### config.mk
export PLATFORM = sky130hd
export DESIGN_NAME = snoop_loader
export DESIGN_NICKNAME = d
export VERILOG_FILES = /design/src/rtl/snoop_loader_pkg.sv /design/src/rtl/snoop_loader.sv
export SDC_FILE = /design/constraint.sdc
export NUM_CORES = 1
export LEC_CHECK = 0
export BUFFER_PORTS_ARGS = -buffer_cell sky130_fd_sc_hd__clkbuf_2
export CAP_MARGIN = 30
export CORE_ASPECT_RATIO = 1.25
export CORE_UTILIZATION = 52
export DETAILED_ROUTE_END_ITERATION = 8
export PLACE_DENSITY_LB_ADDON = 0.1
export SLEW_MARGIN = 30
export SYNTH_ARGS = -nofsm -noshare
export SYNTH_HDL_FRONTEND = slang
export SYNTH_SLANG_ARGS = --single-unit
export TNS_END_PERCENT = 50
### constraint.sdc
create_clock -name clk -period 1.8 [get_ports clk]
set_input_delay 0.09 -clock clk [delete_from_list [all_inputs] [get_ports clk]]
set_output_delay 0.09 -clock clk [all_outputs]
set_load 0.005 [all_outputs]
### src/rtl/snoop_loader_pkg.sv
// snoop_loader_pkg
//   Shared definitions for the host-side snoop loader: command opcodes,
//   the loader state encoding and default parameter values.
package snoop_loader_pkg;

    localparam logic [7:0] CMD_WMEM = 8'h01;   // write data memory
    localparam logic [7:0] CMD_WPRG = 8'h02;   // write program RAM
    localparam logic [7:0] CMD_RMEM = 8'h03;   // read data memory

    localparam logic [7:0]  DEFAULT_ACK_BYTE = 8'hA5;
    localparam int unsigned DEFAULT_TIMEOUT  = 65535;

    typedef enum logic [2:0] {
        ST_IDLE   = 3'd0,
        ST_ADDR   = 3'd1,
        ST_COUNT  = 3'd2,
        ST_WDATA  = 3'd3,
        ST_ACK    = 3'd4,
        ST_RISSUE = 3'd5,
        ST_RCAPT  = 3'd6,
        ST_RSEND  = 3'd7
    } loader_state_t;

    function automatic logic is_valid_cmd(input logic [7:0] b);
        return (b == CMD_WMEM) || (b == CMD_WPRG) || (b == CMD_RMEM);
    endfunction

endpackage

### src/rtl/snoop_loader.sv
// snoop_loader
//   Decodes CMD/ADDR/COUNT byte commands from the host link and drives the
//   CPU snoop bus: single-cycle write strobes into data memory or program
//   RAM, and data-memory reads returned on the outbound byte stream.
//
// Ports
//   clk, rst_n                  clock, asynchronous active-low reset
//   rx_data/rx_valid/rx_ready   inbound command and data bytes
//   tx_data/tx_valid/tx_ready   outbound readback bytes and write acks
//   snoopa/snoopd               snoop address / write data (registered)
//   snoopm/snoopp               data-memory / program-RAM write strobes
//   snoopq                      data-memory readback, one cycle after snoopa
//   busy                        high whenever the loader is not idle
//
// state  | meaning
// -------+-----------------------------------------------------------
// IDLE   | waiting for a command byte; unknown opcodes are dropped
// ADDR   | waiting for the start address
// COUNT  | waiting for the byte count (0 = 256)
// WDATA  | each accepted byte produces one write strobe
// ACK    | presenting ACK_BYTE until taken
// RISSUE | snoopa holds the read address for the core
// RCAPT  | snoopq valid; latched into the tx register
// RSEND  | holding the readback byte until taken
module snoop_loader
    import snoop_loader_pkg::*;
#(
    parameter logic [7:0]  ACK_BYTE = DEFAULT_ACK_BYTE,
    parameter int unsigned TIMEOUT  = DEFAULT_TIMEOUT
) (
    input  logic       clk,
    input  logic       rst_n,
    input  logic [7:0] rx_data,
    input  logic       rx_valid,
    output logic       rx_ready,
    output logic [7:0] tx_data,
    output logic       tx_valid,
    input  logic       tx_ready,
    output logic [7:0] snoopa,
    output logic [7:0] snoopd,
    output logic       snoopm,
    output logic       snoopp,
    input  logic [7:0] snoopq,
    output logic       busy
);

    // The timer is reloaded on every accepted byte and expires on the
    // TIMEOUT-th consecutive idle cycle, when it has counted down to zero.
    localparam logic        TMO_EN   = (TIMEOUT != 0);
    localparam logic [15:0] TMO_LOAD = (TIMEOUT == 0) ? 16'd0 : 16'(TIMEOUT - 1);

    loader_state_t state_q, state_d;
    logic [7:0]    cmd_q, cmd_d;
    logic [7:0]    addr_q, addr_d;
    logic [8:0]    cnt_q, cnt_d;
    logic [15:0]   tmo_q, tmo_d;
    logic [7:0]    snoopa_q, snoopa_d;
    logic [7:0]    snoopd_q, snoopd_d;
    logic          snoopm_q, snoopm_d;
    logic          snoopp_q, snoopp_d;
    logic [7:0]    tx_data_q, tx_data_d;
    logic          tx_valid_q, tx_valid_d;

    logic rx_accept;
    logic tmo_counting;
    logic tmo_hit;

    assign rx_ready = (state_q == ST_IDLE)  || (state_q == ST_ADDR) ||
                      (state_q == ST_COUNT) || (state_q == ST_WDATA);
    assign rx_accept = rx_valid && rx_ready;

    assign tmo_counting = TMO_EN && ((state_q == ST_ADDR) || (state_q == ST_COUNT) ||
                                     (state_q == ST_WDATA));
    assign tmo_hit = tmo_counting && !rx_accept && (tmo_q == 16'd0);

    always_ff @(posedge clk or negedge rst_n) begin
        if (!rst_n) begin
            state_q    <= ST_IDLE;
            cmd_q      <= 8'd0;
            addr_q     <= 8'd0;
            cnt_q      <= 9'd0;
            tmo_q      <= 16'd0;
            snoopa_q   <= 8'd0;
            snoopd_q   <= 8'd0;
            snoopm_q   <= 1'b0;
            snoopp_q   <= 1'b0;
            tx_data_q  <= 8'd0;
            tx_valid_q <= 1'b0;
        end else begin
            state_q    <= state_d;
            cmd_q      <= cmd_d;
            addr_q     <= addr_d;
            cnt_q      <= cnt_d;
            tmo_q      <= tmo_d;
            snoopa_q   <= snoopa_d;
            snoopd_q   <= snoopd_d;
            snoopm_q   <= snoopm_d;
            snoopp_q   <= snoopp_d;
            tx_data_q  <= tx_data_d;
            tx_valid_q <= tx_valid_d;
        end
    end

    always_comb begin
        state_d    = state_q;
        cmd_d      = cmd_q;
        addr_d     = addr_q;
        cnt_d      = cnt_q;
        tmo_d      = tmo_q;
        snoopa_d   = snoopa_q;
        snoopd_d   = snoopd_q;
        snoopm_d   = 1'b0;
        snoopp_d   = 1'b0;
        tx_data_d  = tx_data_q;
        tx_valid_d = tx_valid_q;

        if (rx_accept) begin
            tmo_d = TMO_LOAD;
        end else if (tmo_counting && (tmo_q != 16'd0)) begin
            tmo_d = tmo_q - 16'd1;
        end

        case (state_q)
            ST_IDLE: begin
                if (rx_accept && is_valid_cmd(rx_data)) begin
                    cmd_d   = rx_data;
                    state_d = ST_ADDR;
                end
            end
            ST_ADDR: begin
                if (tmo_hit) begin
                    state_d = ST_IDLE;
                end else if (rx_accept) begin
                    addr_d  = rx_data;
                    state_d = ST_COUNT;
                end
            end
            ST_COUNT: begin
                if (tmo_hit) begin
                    state_d = ST_IDLE;
                end else if (rx_accept) begin
                    cnt_d = (rx_data == 8'd0) ? 9'd256 : {1'b0, rx_data};
                    if (cmd_q == CMD_RMEM) begin
                        // Address goes out now so the core sees it during RISSUE.
                        snoopa_d = addr_q;
                        state_d  = ST_RISSUE;
                    end else begin
                        state_d = ST_WDATA;
                    end
                end
            end
            ST_WDATA: begin
                if (tmo_hit) begin
                    state_d = ST_IDLE;
                end else if (rx_accept) begin
                    snoopa_d = addr_q;
                    snoopd_d = rx_data;
                    snoopm_d = (cmd_q == CMD_WMEM);
                    snoopp_d = (cmd_q == CMD_WPRG);
                    addr_d   = addr_q + 8'd1;
                    cnt_d    = cnt_q - 9'd1;
                    if (cnt_q == 9'd1) begin
                        state_d = ST_ACK;
                    end
                end
            end
            ST_ACK: begin
                // First ACK cycle coincides with the last strobe; the ack
                // byte appears one cycle later.
                if (!tx_valid_q) begin
                    tx_data_d  = ACK_BYTE;
                    tx_valid_d = 1'b1;
                end else if (tx_ready) begin
                    tx_valid_d = 1'b0;
                    state_d    = ST_IDLE;
                end
            end
            ST_RISSUE: begin
                state_d = ST_RCAPT;
            end
            ST_RCAPT: begin
                tx_data_d  = snoopq;
                tx_valid_d = 1'b1;
                state_d    = ST_RSEND;
            end
            ST_RSEND: begin
                if (tx_ready) begin
                    tx_valid_d = 1'b0;
                    addr_d     = addr_q + 8'd1;
                    cnt_d      = cnt_q - 9'd1;
                    if (cnt_q == 9'd1) begin
                        state_d = ST_IDLE;
                    end else begin
                        snoopa_d = addr_q + 8'd1;
                        state_d  = ST_RISSUE;
                    end
                end
            end
            default: begin
                state_d = ST_IDLE;
            end
        endcase
    end

    assign tx_data  = tx_data_q;
    assign tx_valid = tx_valid_q;
    assign snoopa   = snoopa_q;
    assign snoopd   = snoopd_q;
    assign snoopm   = snoopm_q;
    assign snoopp   = snoopp_q;
    assign busy     = (state_q != ST_IDLE);

endmodule

==> run_results.csv <==
group,metric,value,unit
route,route.detailed.vias_per_inst,5.82,
sta,timing.hold.ws,0.0212,ns
route,via_count,3477,
sta,tns,0,ns
run,max_cap_violations,0,
sta,finalHoldViolCount,0,
critical_path,crit_chain,"or4_4, nor4b_4, nor4_1, mux2i_1",
grt,use_met3,0.0467,
power,pwr_per_cell_area,1510,nW/µm²
finish,most-common-layout-cells,"69 x dfrtp_1, 52 x buf_4, 47 x clkbuf_2, 40 x nand2_1, 32 x nor2_1",
synthesis,syn_area,3860,µm²
sta,slew_violations,0,
synthesis,synth-edff-count,0,
route,drt_pass_1_iters,4,
synthesis,synth.top_cell.area_share,0.460,
finish,area.growth.synth_to_final,31.7,%
critical_path,worstReg2RegStart,"tmo_q[13]$_DFFE_PN0P_",
worst_hold_path,holdCritStartpoint,"rx_data[1]",
critical_path,crit_path_end_kind,"flip-flop",
critical_path,number_of_cells_on_the_worst_reg_to_reg_path,4,
route,wl,9750,µm
power,power_leakage,0.00218,µW
synthesis,yosysWarnings,0,
power,switching_power,2900,µW
sta,timing.slew.headroom,0.618,
die,std_cell_rows,34,
place,numPortBuffers,48,
power,p_int,4790,µW
finish,drive_above_1_share,0.331,
cts,clock_path_buffers,2,
sta,timing_worst_slew_pin_value,0.573,ns
place,weighted_congestion_reported_at_the_end_of_routability_driven_placement,0.856,
grt,grt_pass1_vias,3385,
grt,globalRouteMet1Util,0.317,
finish,final_cells,597,
finish,antenna_diode_instance_count,0,
grt,grt_first_pass_wirelength,15900,µm
die,area_of_the_die,7770,µm²
cts,clock-sinks,71,
synthesis,synth_seq_area_share,0.460,
place,dp_cells,561,
synthesis,mappedNetlistNets,419,
synthesis,async_reset_ff_frac,1.00,
die,die_width,79.1,µm
synthesis,postSynthCellCount,394,
worst_hold_path,min-delay-path-class,"primary input to flip-flop",
critical_path,crit-reg2reg-capture,"tmo_q[11]$_DFFE_PN0P_",
finish,layout_commonest_cell,"dfrtp_1",
cts,cts_max_level,3,
sta,fin_crit_sh,0.988,
die,die_height,98.3,µm
cts,insertion_delay,0.36,ns
sta,min_period,1.78,ns
synthesis,post_synth_num_cell_types,65,
route,initialDrtViolationCount,147,
synthesis,avg_synthesized_cell_area,9.79,µm²
die,core_region_area,7060,µm²
run_status,status,"finished clean",
route,drcViolationCount,0,
grt,grt_util_all_layers,0.265,
cts,cts_tree,"yes",
power,swShare,0.377,
critical_path,crit_start,"tmo_q[13]$_DFFE_PN0P_",
power,power_frac_clock,0.194,
critical_path,critical_path.endpoint,"tmo_q[11]$_DFFE_PN0P_",
critical_path,slowest_delay,0.60,ns
critical_path,critPathMaxFanout,6,
finish,post-route-util,0.720,
critical_path,reg2reg_slack,0.02,ns
synthesis,synth_ff_type,"dfrtp_1",
sta,finalSetupViolations,0,
synthesis,synthTopCellsByArea,"dfrtp_1 46%, nand2_1 3.9%, nor2_1 3.3%",
critical_path,critical_path_arrival,2.01,ns
cts,clock-root-buffer,"clkbuf_8",
power,worst_ir_drop_vdd,926,µV
cts,cts.clk_slew.worst_paths,0.08,ns
cts,cts_made_buffers,9,
grt,gr-usage-met2,0.460,
power,final_power,7690,µW
sta,final.setup_skew,0.0103,ns
place,hpwl_after_detailed_placement,6760,µm
grt,grt_start_max_net_pins,27,
critical_path,data_required_time_of_the_worst_path,2.04,ns
finish,nets,527,
synthesis,count_of_state_elements_after_synthesis,71,
route,final_antenna_net_count,0,
grt,global_route.peak_usage_layer,"met2",
critical_path,timing.critical_path.slowest_stage_cell,"or4_4",
die,start_util,0.546,
sta,setup_repair_after_global_routing_missed_its_margin,"yes",
sta,fmax,0.562,GHz
die,num_io_pins,49,
route,detail_route.wl_per_cell,16.3,µm
critical_path,startpoint_type,"flip-flop",
grt,total_grt_overflow,0,
synthesis,yosys.area.top_type,"dfrtp_1",
grt,number_of_antenna_violations_at_the_first_check_in_global_routing,0,
power,p_seq_frac,0.341,
power,p_comb_frac,0.465,
critical_path,setup.worst_path.class,"flip-flop to flip-flop",
==> logic make-up after synthesis <==
group                      synth area share
AOI/OAI and AO/OA                     0.179
DFF                                   0.460
xor gates and xnor gates             0.0159
and+or+nand+nor                       0.246
muxes                                0.0451
buffers and inverters                0.0376
adders and majority gates            0.0162
==> worst min path at each step <==
stage / end / slack [ns] / cells past startpoint
2_1_floorplan: addr_q[0]$_DFFE_PN0P_ / -0.21 / 0
6_report: snoopd[1]$_DFFE_PN0P_ / 0.02 / 3
3_3_place_gp: snoopm$_DFF_PN0_ / 0.11 / 1
5_1_grt: snoopd[0]$_DFFE_PN0P_ / 0.02 / 3
4_1_cts: snoopd[0]$_DFFE_PN0P_ / 0.01 / 3
3_5_place_dp: snoopp$_DFF_PN0_ / 0.12 / 1
==> critical path, delay by kind of cell, from the launching register on <==
kind | cells | cell delay (ns)
flops | 1 | 0.41
mux | 1 | 0.14
simple gates | 3 | 1.11
==> state kept, by name, summed over array words and instances, names as in the netlist, 3 cells and up <==
register and flops:
addr_q 8, cmd_q 8, cnt_q 9, snoopa 8
snoopd 8, state_q 3, tmo_q 16, tx_data 8
==> metrics by stage <==
stage / setup WS [ns] / area (µm²)
after floorplan: 0.00569 / 3860
after global placement: 0.0137 / 4530
after detailed placement: -0.0200 / 4530
after CTS: -0.0333 / 4910
after global routing: -0.0859 / 5080
final: 0.0215 / 5080
==> area by class of cell <==
| type | count | area (µm²) |
|---|---|---|
| Sequential cell | 71 | 1780 |
| Timing Repair Buffer | 118 | 852 |
| Clock inverter | 4 | 76.3 |
| Multi-Input combinational cell | 293 | 2070 |
| Inverter | 9 | 33.8 |
| Tap cell | 90 | 113 |
| Fill cell | 547 | 1980 |
| Clock buffer | 12 | 155 |
==> cells in the mapped netlist, drive strengths merged, types with 5 or more instances <==
cell type,instances
a31oi,12
and3,5
a22o,5
o31ai,5
or4,9
nor2b,7
dfrtp,71
o21a,6
xnor2,5
ha,5
inv,9
nand3,17
a21oi,14
clkbuf,7
nand2,40
nor3,8
o22a,14
or3,6
nor2,34
mux2i,5
mux2,11
buf,14
nor4,12
and2,6
o21ai,18
==> what timing repair did <==
item	CTS	global route
setup endpoints to repair	14	43
buffers inserted	0	7
resized for setup	4	30
pin swaps	2	10
hold buffers	13	0
endpoints found under the hold margin	34	0
==> power groups by stage <==
| stage | Clock [µW] | Combinational [µW] | Sequential (µW) |
|---|---|---|---|
| 6_report | 1490 | 3580 | 2620 |
| 5_1_grt | 1570 | 3930 | 2700 |
| 4_1_cts | 1500 | 3370 | 2610 |
| 3_5_place_dp | 0 | 3300 | 2640 |
| 3_3_place_gp | 0 | 3220 | 2610 |
| 2_1_floorplan | 0 | 2040 | 2540 |
==> metal layers <==
layer	part of all wire	vias to the layer above
li1	-	1679
met1	0.41	1699
met2	0.52	69
met3	0.029	30
met4	0.034	0
met5	0	-
Power figures use the tool's default switching activity.
